--- config.mk ---
export PLATFORM = sky130hd
export DESIGN_NAME = bcp_clause_sweeper
export DESIGN_NICKNAME = d
export VERILOG_FILES = /design/src/rtl/bcp_clause_sweeper.sv
export SDC_FILE = /design/constraint.sdc
export NUM_CORES = 1
export LEC_CHECK = 0
export ABC_AREA = 1
export BUFFER_PORTS_ARGS = -buffer_cell sky130_fd_sc_hd__buf_2
export CAP_MARGIN = 20
export CORE_ASPECT_RATIO = 0.7
export CORE_UTILIZATION = 43
export DETAILED_ROUTE_END_ITERATION = 8
export GPL_TIMING_DRIVEN = 0
export SYNTH_ARGS = -nofsm -noshare
export SYNTH_HDL_FRONTEND = slang
export SYNTH_SLANG_ARGS = --single-unit
export TNS_END_PERCENT = 10
--- constraint.sdc ---
create_clock -name clk -period 3.8 [get_ports clk]
set_clock_uncertainty 0.15 [all_clocks]
set_input_delay 0.57 -clock clk [delete_from_list [all_inputs] [get_ports clk]]
set_output_delay 0.57 -clock clk [all_outputs]
set_load 0.01 [all_outputs]
--- src/rtl/bcp_clause_sweeper.sv ---
// ---------------------------------------------------------------------------
// bcp_clause_sweeper
//
// Initiator side of the BCP processing-element interface. Holds a small
// clause store and, for every accepted decision literal, presents each live
// clause (valid and not yet satisfied) to a single combinational PE, one slot
// per clock. The PE response for the presented slot is consumed in the same
// cycle:
//   done     -> slot marked satisfied, clause left as is
//   conflict -> sticky conflict flag + slot index, sweep aborted
//   imply    -> implied literal pushed into the implication FIFO and the
//               pruned clause written back; a full FIFO stalls the slot
//   none     -> pruned clause written back
// Slots that are empty or already satisfied are presented as an all-zero
// clause and skipped without looking at the PE response.
//
// Ports
//   clk, rst_n         clock, asynchronous active-low reset
//   load_valid/idx/clause  clause store write port (IDLE only)
//   dec_valid/ready/lit    decision literal handshake (ready only in IDLE)
//   pe_lit, pe_clause      literal and clause presented to the PE
//   pe_pr_clause, pe_imply, pe_imply_idx, pe_done, pe_conflict
//                          combinational PE response for the presented slot
//   imp_valid/ready/lit    implication FIFO head (pop on valid && ready)
//   busy                   sweeper not in IDLE
//   sweep_done             one-cycle pulse while in FINISH
//   conflict, conflict_idx sticky conflict flag and the slot that caused it
//   all_sat                every valid slot satisfied, updated at sweep end
// ---------------------------------------------------------------------------
module bcp_clause_sweeper #(
   parameter int LIT_W       = 11,
   parameter int CLA_LENGTH  = 3,
   parameter int NUM_CLAUSES = 16,
   parameter int IMP_DEPTH   = 8
) (
   input  logic                                 clk,
   input  logic                                 rst_n,
   input  logic                                 load_valid,
   input  logic [$clog2(NUM_CLAUSES)-1:0]       load_idx,
   input  logic [CLA_LENGTH*LIT_W-1:0]          load_clause,
   input  logic                                 dec_valid,
   output logic                                 dec_ready,
   input  logic signed [LIT_W-1:0]              dec_lit,
   output logic signed [LIT_W-1:0]              pe_lit,
   output logic [CLA_LENGTH*LIT_W-1:0]          pe_clause,
   input  logic [CLA_LENGTH*LIT_W-1:0]          pe_pr_clause,
   input  logic                                 pe_imply,
   input  logic signed [LIT_W-1:0]              pe_imply_idx,
   input  logic                                 pe_done,
   input  logic                                 pe_conflict,
   output logic                                 imp_valid,
   input  logic                                 imp_ready,
   output logic signed [LIT_W-1:0]              imp_lit,
   output logic                                 busy,
   output logic                                 sweep_done,
   output logic                                 conflict,
   output logic [$clog2(NUM_CLAUSES)-1:0]       conflict_idx,
   output logic                                 all_sat
);

   localparam int IDX_W = $clog2(NUM_CLAUSES);
   localparam int PTR_W = $clog2(IMP_DEPTH);
   localparam int CNT_W = PTR_W + 1;
   localparam int CLA_W = CLA_LENGTH * LIT_W;

   typedef enum logic [1:0] {
      IDLE   = 2'd0,
      SWEEP  = 2'd1,
      FINISH = 2'd2
   } state_t;

   state_t                  state;
   logic [IDX_W-1:0]        idx;
   logic signed [LIT_W-1:0] lit_q;

   logic [NUM_CLAUSES-1:0]  slot_valid;
   logic [NUM_CLAUSES-1:0]  slot_sat;
   logic [CLA_W-1:0]        store [NUM_CLAUSES];

   logic signed [LIT_W-1:0] fifo_mem [IMP_DEPTH];
   logic [PTR_W-1:0]        wr_ptr;
   logic [PTR_W-1:0]        rd_ptr;
   logic [CNT_W-1:0]        fifo_cnt;

   logic                    in_sweep;
   logic                    accept;
   logic                    start_sweep;
   logic                    start_noop;
   logic                    load_en;
   logic                    slot_live;
   logic                    fifo_full;
   logic                    last_slot;
   logic                    commit;
   logic                    wb;
   logic                    push;
   logic                    pop;
   logic                    mark_sat;
   logic                    abort;
   logic                    sweep_end;
   logic [NUM_CLAUSES-1:0]  valid_nxt;
   logic [NUM_CLAUSES-1:0]  sat_nxt;
   logic                    all_sat_nxt;

   assign in_sweep    = (state == SWEEP);
   assign dec_ready   = (state == IDLE);
   assign busy        = (state != IDLE);
   assign accept      = dec_valid && dec_ready;
   assign start_sweep = accept && (dec_lit != '0);
   assign start_noop  = accept && (dec_lit == '0);
   assign load_en     = load_valid && (state == IDLE);
   assign slot_live   = slot_valid[idx] && !slot_sat[idx];
   assign last_slot   = (idx == IDX_W'(NUM_CLAUSES - 1));

   // The full test deliberately uses the count before any same-cycle pop.
   assign fifo_full   = (fifo_cnt == CNT_W'(IMP_DEPTH));
   assign imp_valid   = (fifo_cnt != '0);
   assign imp_lit     = imp_valid ? fifo_mem[rd_ptr] : '0;
   assign pop         = imp_valid && imp_ready;

   assign pe_lit      = in_sweep ? lit_q : '0;
   assign pe_clause   = (in_sweep && slot_live) ? store[idx] : '0;

   // Slot response decode: done > conflict > imply > plain prune.
   always_comb begin
      commit   = 1'b0;
      wb       = 1'b0;
      push     = 1'b0;
      mark_sat = 1'b0;
      abort    = 1'b0;
      if (in_sweep) begin
         if (!slot_live) begin
            commit = 1'b1;
         end else if (pe_done) begin
            mark_sat = 1'b1;
            commit   = 1'b1;
         end else if (pe_conflict) begin
            abort = 1'b1;
         end else if (pe_imply) begin
            if (!fifo_full) begin
               push   = 1'b1;
               wb     = 1'b1;
               commit = 1'b1;
            end
         end else begin
            wb     = 1'b1;
            commit = 1'b1;
         end
      end
   end

   assign sweep_end = (commit && last_slot) || abort || start_noop;

   // Next-cycle slot flags, so all_sat can be captured on the same edge that
   // commits the final slot.
   always_comb begin
      valid_nxt = slot_valid;
      sat_nxt   = slot_sat;
      if (load_en) begin
         valid_nxt[load_idx] = |load_clause;
         sat_nxt[load_idx]   = 1'b0;
      end
      if (mark_sat) begin
         sat_nxt[idx] = 1'b1;
      end
   end

   assign all_sat_nxt = (|valid_nxt) && (&(sat_nxt | ~valid_nxt));

   // Control state
   always_ff @(posedge clk or negedge rst_n) begin
      if (!rst_n) begin
         state        <= IDLE;
         idx          <= '0;
         slot_valid   <= '0;
         slot_sat     <= '0;
         sweep_done   <= 1'b0;
         conflict     <= 1'b0;
         conflict_idx <= '0;
         all_sat      <= 1'b0;
         wr_ptr       <= '0;
         rd_ptr       <= '0;
         fifo_cnt     <= '0;
      end else begin
         slot_valid <= valid_nxt;
         slot_sat   <= sat_nxt;
         sweep_done <= sweep_end;
         if (sweep_end) begin
            all_sat <= all_sat_nxt;
         end
         if (accept) begin
            conflict <= 1'b0;
         end
         if (abort) begin
            conflict     <= 1'b1;
            conflict_idx <= idx;
         end

         case (state)
            IDLE: begin
               if (start_sweep) begin
                  state <= SWEEP;
                  idx   <= '0;
               end else if (start_noop) begin
                  state <= FINISH;
               end
            end
            SWEEP: begin
               if (abort) begin
                  state <= FINISH;
               end else if (commit) begin
                  if (last_slot) begin
                     state <= FINISH;
                  end else begin
                     idx <= idx + 1'b1;
                  end
               end
            end
            FINISH: begin
               state <= IDLE;
            end
            default: begin
               state <= IDLE;
            end
         endcase

         if (push) begin
            wr_ptr <= wr_ptr + 1'b1;
         end
         if (pop) begin
            rd_ptr <= rd_ptr + 1'b1;
         end
         case ({push, pop})
            2'b10:   fifo_cnt <= fifo_cnt + 1'b1;
            2'b01:   fifo_cnt <= fifo_cnt - 1'b1;
            default: fifo_cnt <= fifo_cnt;
         endcase
      end
   end

   // Datapath storage: contents are qualified by the control flags above.
   always_ff @(posedge clk) begin
      if (start_sweep) begin
         lit_q <= dec_lit;
      end
      if (load_en) begin
         store[load_idx] <= load_clause;
      end else if (wb) begin
         store[idx] <= pe_pr_clause;
      end
      if (push) begin
         fifo_mem[wr_ptr] <= pe_imply_idx;
      end
   end

endmodule

==> out/qor.yml <==
final_layout:
  finalNonFillerCells: 3541
  num_antenna_cells: 0
  final_cell_area_mm2: 0.0338
  drive_gt1_share_pct: 19.4
  nets: 2715
  area_growth_pct: 19.8
place:
  io_buffers: 163
  gp_congestion: 0.864
  place_hpwl_um: 59600
  placedCellCount: 3390
  dpl_cell_area_mm2: 0.0308
  pre_cts_slack_ns: -0.665
status:
  status: "finished, violations left"
  violations: "DRC, setup timing"
timing:
  grt_setup_unrepaired: "yes"
  slew_viol_final: 0
  tns_ns: -0.303
  setup_violations: 22
  maxSlewHeadroom_pct: 33.6
  fmax_mhz: 261
  tightest_slew_ns: 0.993
  min_period_over_period_pct: 101
  min_period_ns: 3.84
  fin_ws_ns: -0.0368
  hold_viol: 0
logic_synthesis:
  synthCells: 2320
  ys_warn_count: 0
  synthArstFlopShare_pct: 8.06
  synth-seq-cells: 682
  synth.yosys.seq_area_share_pct: 71.7
  ys_types: 38
  ys_top_cells_by_count: "edfxtp_1 (627), nand2_1 (512), a21oi_1 (195), nor2_1 (176), inv_1 (116)"
  yosysMostFrequentCell: "edfxtp_1"
  syn_nets: 2429
  synth_flop_cell: "edfxtp_1"
  syn_area_mm2: 0.0282
  synth.area.top_cells: "edfxtp_1 (67%), nand2_1 (6.8%), dfrtp_1 (4.9%)"
  yosysTopAreaCell: "edfxtp_1"
  synth_top_area_share_pct: 66.8
  avgSynthCellArea_um2: 12.2
  synth_edf_count: 627
grt:
  grt_overflow: 0
  grt_usage_pct: 26.7
  grt_pass1_vias: 19800
  grt_max_degree: 35
  grt_pass1_wl_um: 129000
  grt_antenna_before_repair: 0
floorplanning:
  die-area_mm2: 0.0666
  initial_core_util_pct: 43.5
  ioPinCount: 165
  row_count: 78
  die_y_um: 216
  die_w_um: 308
  core_mm2: 0.0648
clocking:
  root_buffer: "clkbuf_16"
  insertion_delay_ns: 0.62
  cts_buffers: 68
  clockBufferDepth: 3
  clock-sinks: 682
  cts_tree: "done"
  clk_pin_slew_ns: 0.06
  cts-htree-levels: 3
power:
  power.density_mw_per_mm2: 744
  p_leak_uw: 0.0125
  ir_drop_uv: 398
critical_path:
  crit_path_end_kind: "flip-flop"
  reg2reg_to: "store[9][16]$_DFFE_PP_"
  r2r_cells: 16
  r2r_setup_slack_ns: -0.04
  worstPathRequired_ns: 3.94
  critPathMaxFanout: 22
  crit_arrival_ns: 3.98
  crit_type: "reg2reg"
  cp-start-kind: "flip-flop"
  reg2reg_from: "idx[0]$_DFFE_PN0P_"
min_path:
  holdPathEnd: "lit_q[5]$_DFFE_PP_"
  hold_class: "in2reg"
  hold_start: "dec_lit[5]"
  hold_depth: 1
routing:
  antenna_left: 0
  drc: 1
  drt-vias-per-instance: 5.75
  wl_per_cell_um: 25.0
  num_vias: 20300
  dr.pass1.iters: 7
  wl_um: 88700
  drt_iter0_drc: 2362
run:
  maxCapViolCount: 0
[layer usage]
layer  vias to the layer above  part of all wire (%)  global-route usage, %
li1                       9002                     -                      -
met1                     10100                    43                   38.1
met2                      1029                    45                   40.7
met3                       166                    10                   6.05
met4                         0                   2.7                   7.68
met5                         -                     0                      0
[power breakdown]
part	switching [µW]	leakage (µW)	internal, µW
clock	2940	0.00109	3910
combinational	6410	0.00515	2730
sequential	204	0.00628	8940
[timing repair]
item / in CTS / in global routing
setup buffers: 6 / 10
cloned: 0 / 0
hold endpoints to repair: 30 / 0
hold buffers: 10 / 0
setup endpoints to repair: 554 / 362
gates resized for setup: 174 / 31
pin swaps: 15 / 11
[logic make-up after synthesis]
kind of cell / Yosys count / synth area share [%]
AND/OR/NAND/NOR: 821 / 11.7
flip-flops: 682 / 71.7
AO/OA/AOI/OAI: 506 / 11.0
buffers and inverters: 262 / 3.68
multiplexers: 33 / 1.42
adder cells (fa/ha/maj): 9 / 0.399
XOR/XNOR: 7 / 0.217
[flip-flops by register name (all words and copies together) (netlist names)]
signal	cells
fifo_cnt	4
fifo_mem	88
store	528
all_sat	1
slot_valid	16
conflict_idx	4
sweep_done	1
lit_q	11
wr_ptr	3
rd_ptr	3
slot_sat	16
idx	4
state	2
conflict	1
[per-stage QoR]
step	utilization [%]	hold WS [ns]	total power (µW)
after detailed placement	47.5	0.329	17700
final	52.1	0.0342	25100
after global placement	46.5	0.322	17400
after CTS	51.9	0.00339	24900
after floorplan	-	0.124	14100
after global routing	52.1	0.0114	26100
[worst max path at each step]
stage                                  start                 endpoint  slack, ns  cells after the start
final                     idx[0]$_DFFE_PN0P_   store[9][16]$_DFFE_PP_      -0.04                     16
after detailed placement  idx[1]$_DFFE_PN0P_            pe_clause[24]      -0.67                     10
after global routing      idx[0]$_DFFE_PN0P_   store[0][14]$_DFFE_PP_      -0.14                     16
after global placement    idx[2]$_DFFE_PN0P_   store[10][7]$_DFFE_PP_      -2.76                     13
after CTS                 idx[0]$_DFFE_PN0P_  store[15][16]$_DFFE_PP_      -0.04                     16
after floorplan           idx[1]$_DFFE_PN0P_    store[0][0]$_DFFE_PP_      -0.03                     14
[cell type report]
cell class,count,area (µm²)
Sequential cell,682,20200
Multi-Input combinational cell,1376,7320
Clock inverter,40,462
Timing Repair Buffer,216,1600
Tap cell,880,1100
Buffer,136,835
Fill cell,5618,31000
Clock buffer,85,1780
Inverter,126,482
[worst max-delay path: stages, from the launching register on]
cell     delay (ns)
dfrtp_2        0.46
inv_4          0.11
buf_8          0.15
nand2_1        0.05
nand3_1        0.07
nand2_1        0.11
nand2_1        0.08
nand2_1        0.09
nor2_2         0.14
nand2_2        0.12
nor3_4         0.20
nand3_4        0.19
buf_6          0.22
o21ai_2        0.16
nand3_2        0.30
nor2_4         0.59
buf_12         0.29
[layout by cell type (no fill, tap or decap), drive strengths merged, types with 4 or more instances in the layout]
cell	instances
dlygate4sd3	10
inv	128
o22ai	57
buf	246
nand4	16
clkinv	29
a21oi	195
a211oi	11
clkbuf	181
nor2	178
nand2	512
xor2	4
a22oi	64
o21ai	103
a31oi	11
edfxtp	627
a32o	22
nand3	74
ha	9
bufinv	8
mux2	33
dfrtp	55
nor3	34
a32oi	42
(Power assumes the default switching activity.)
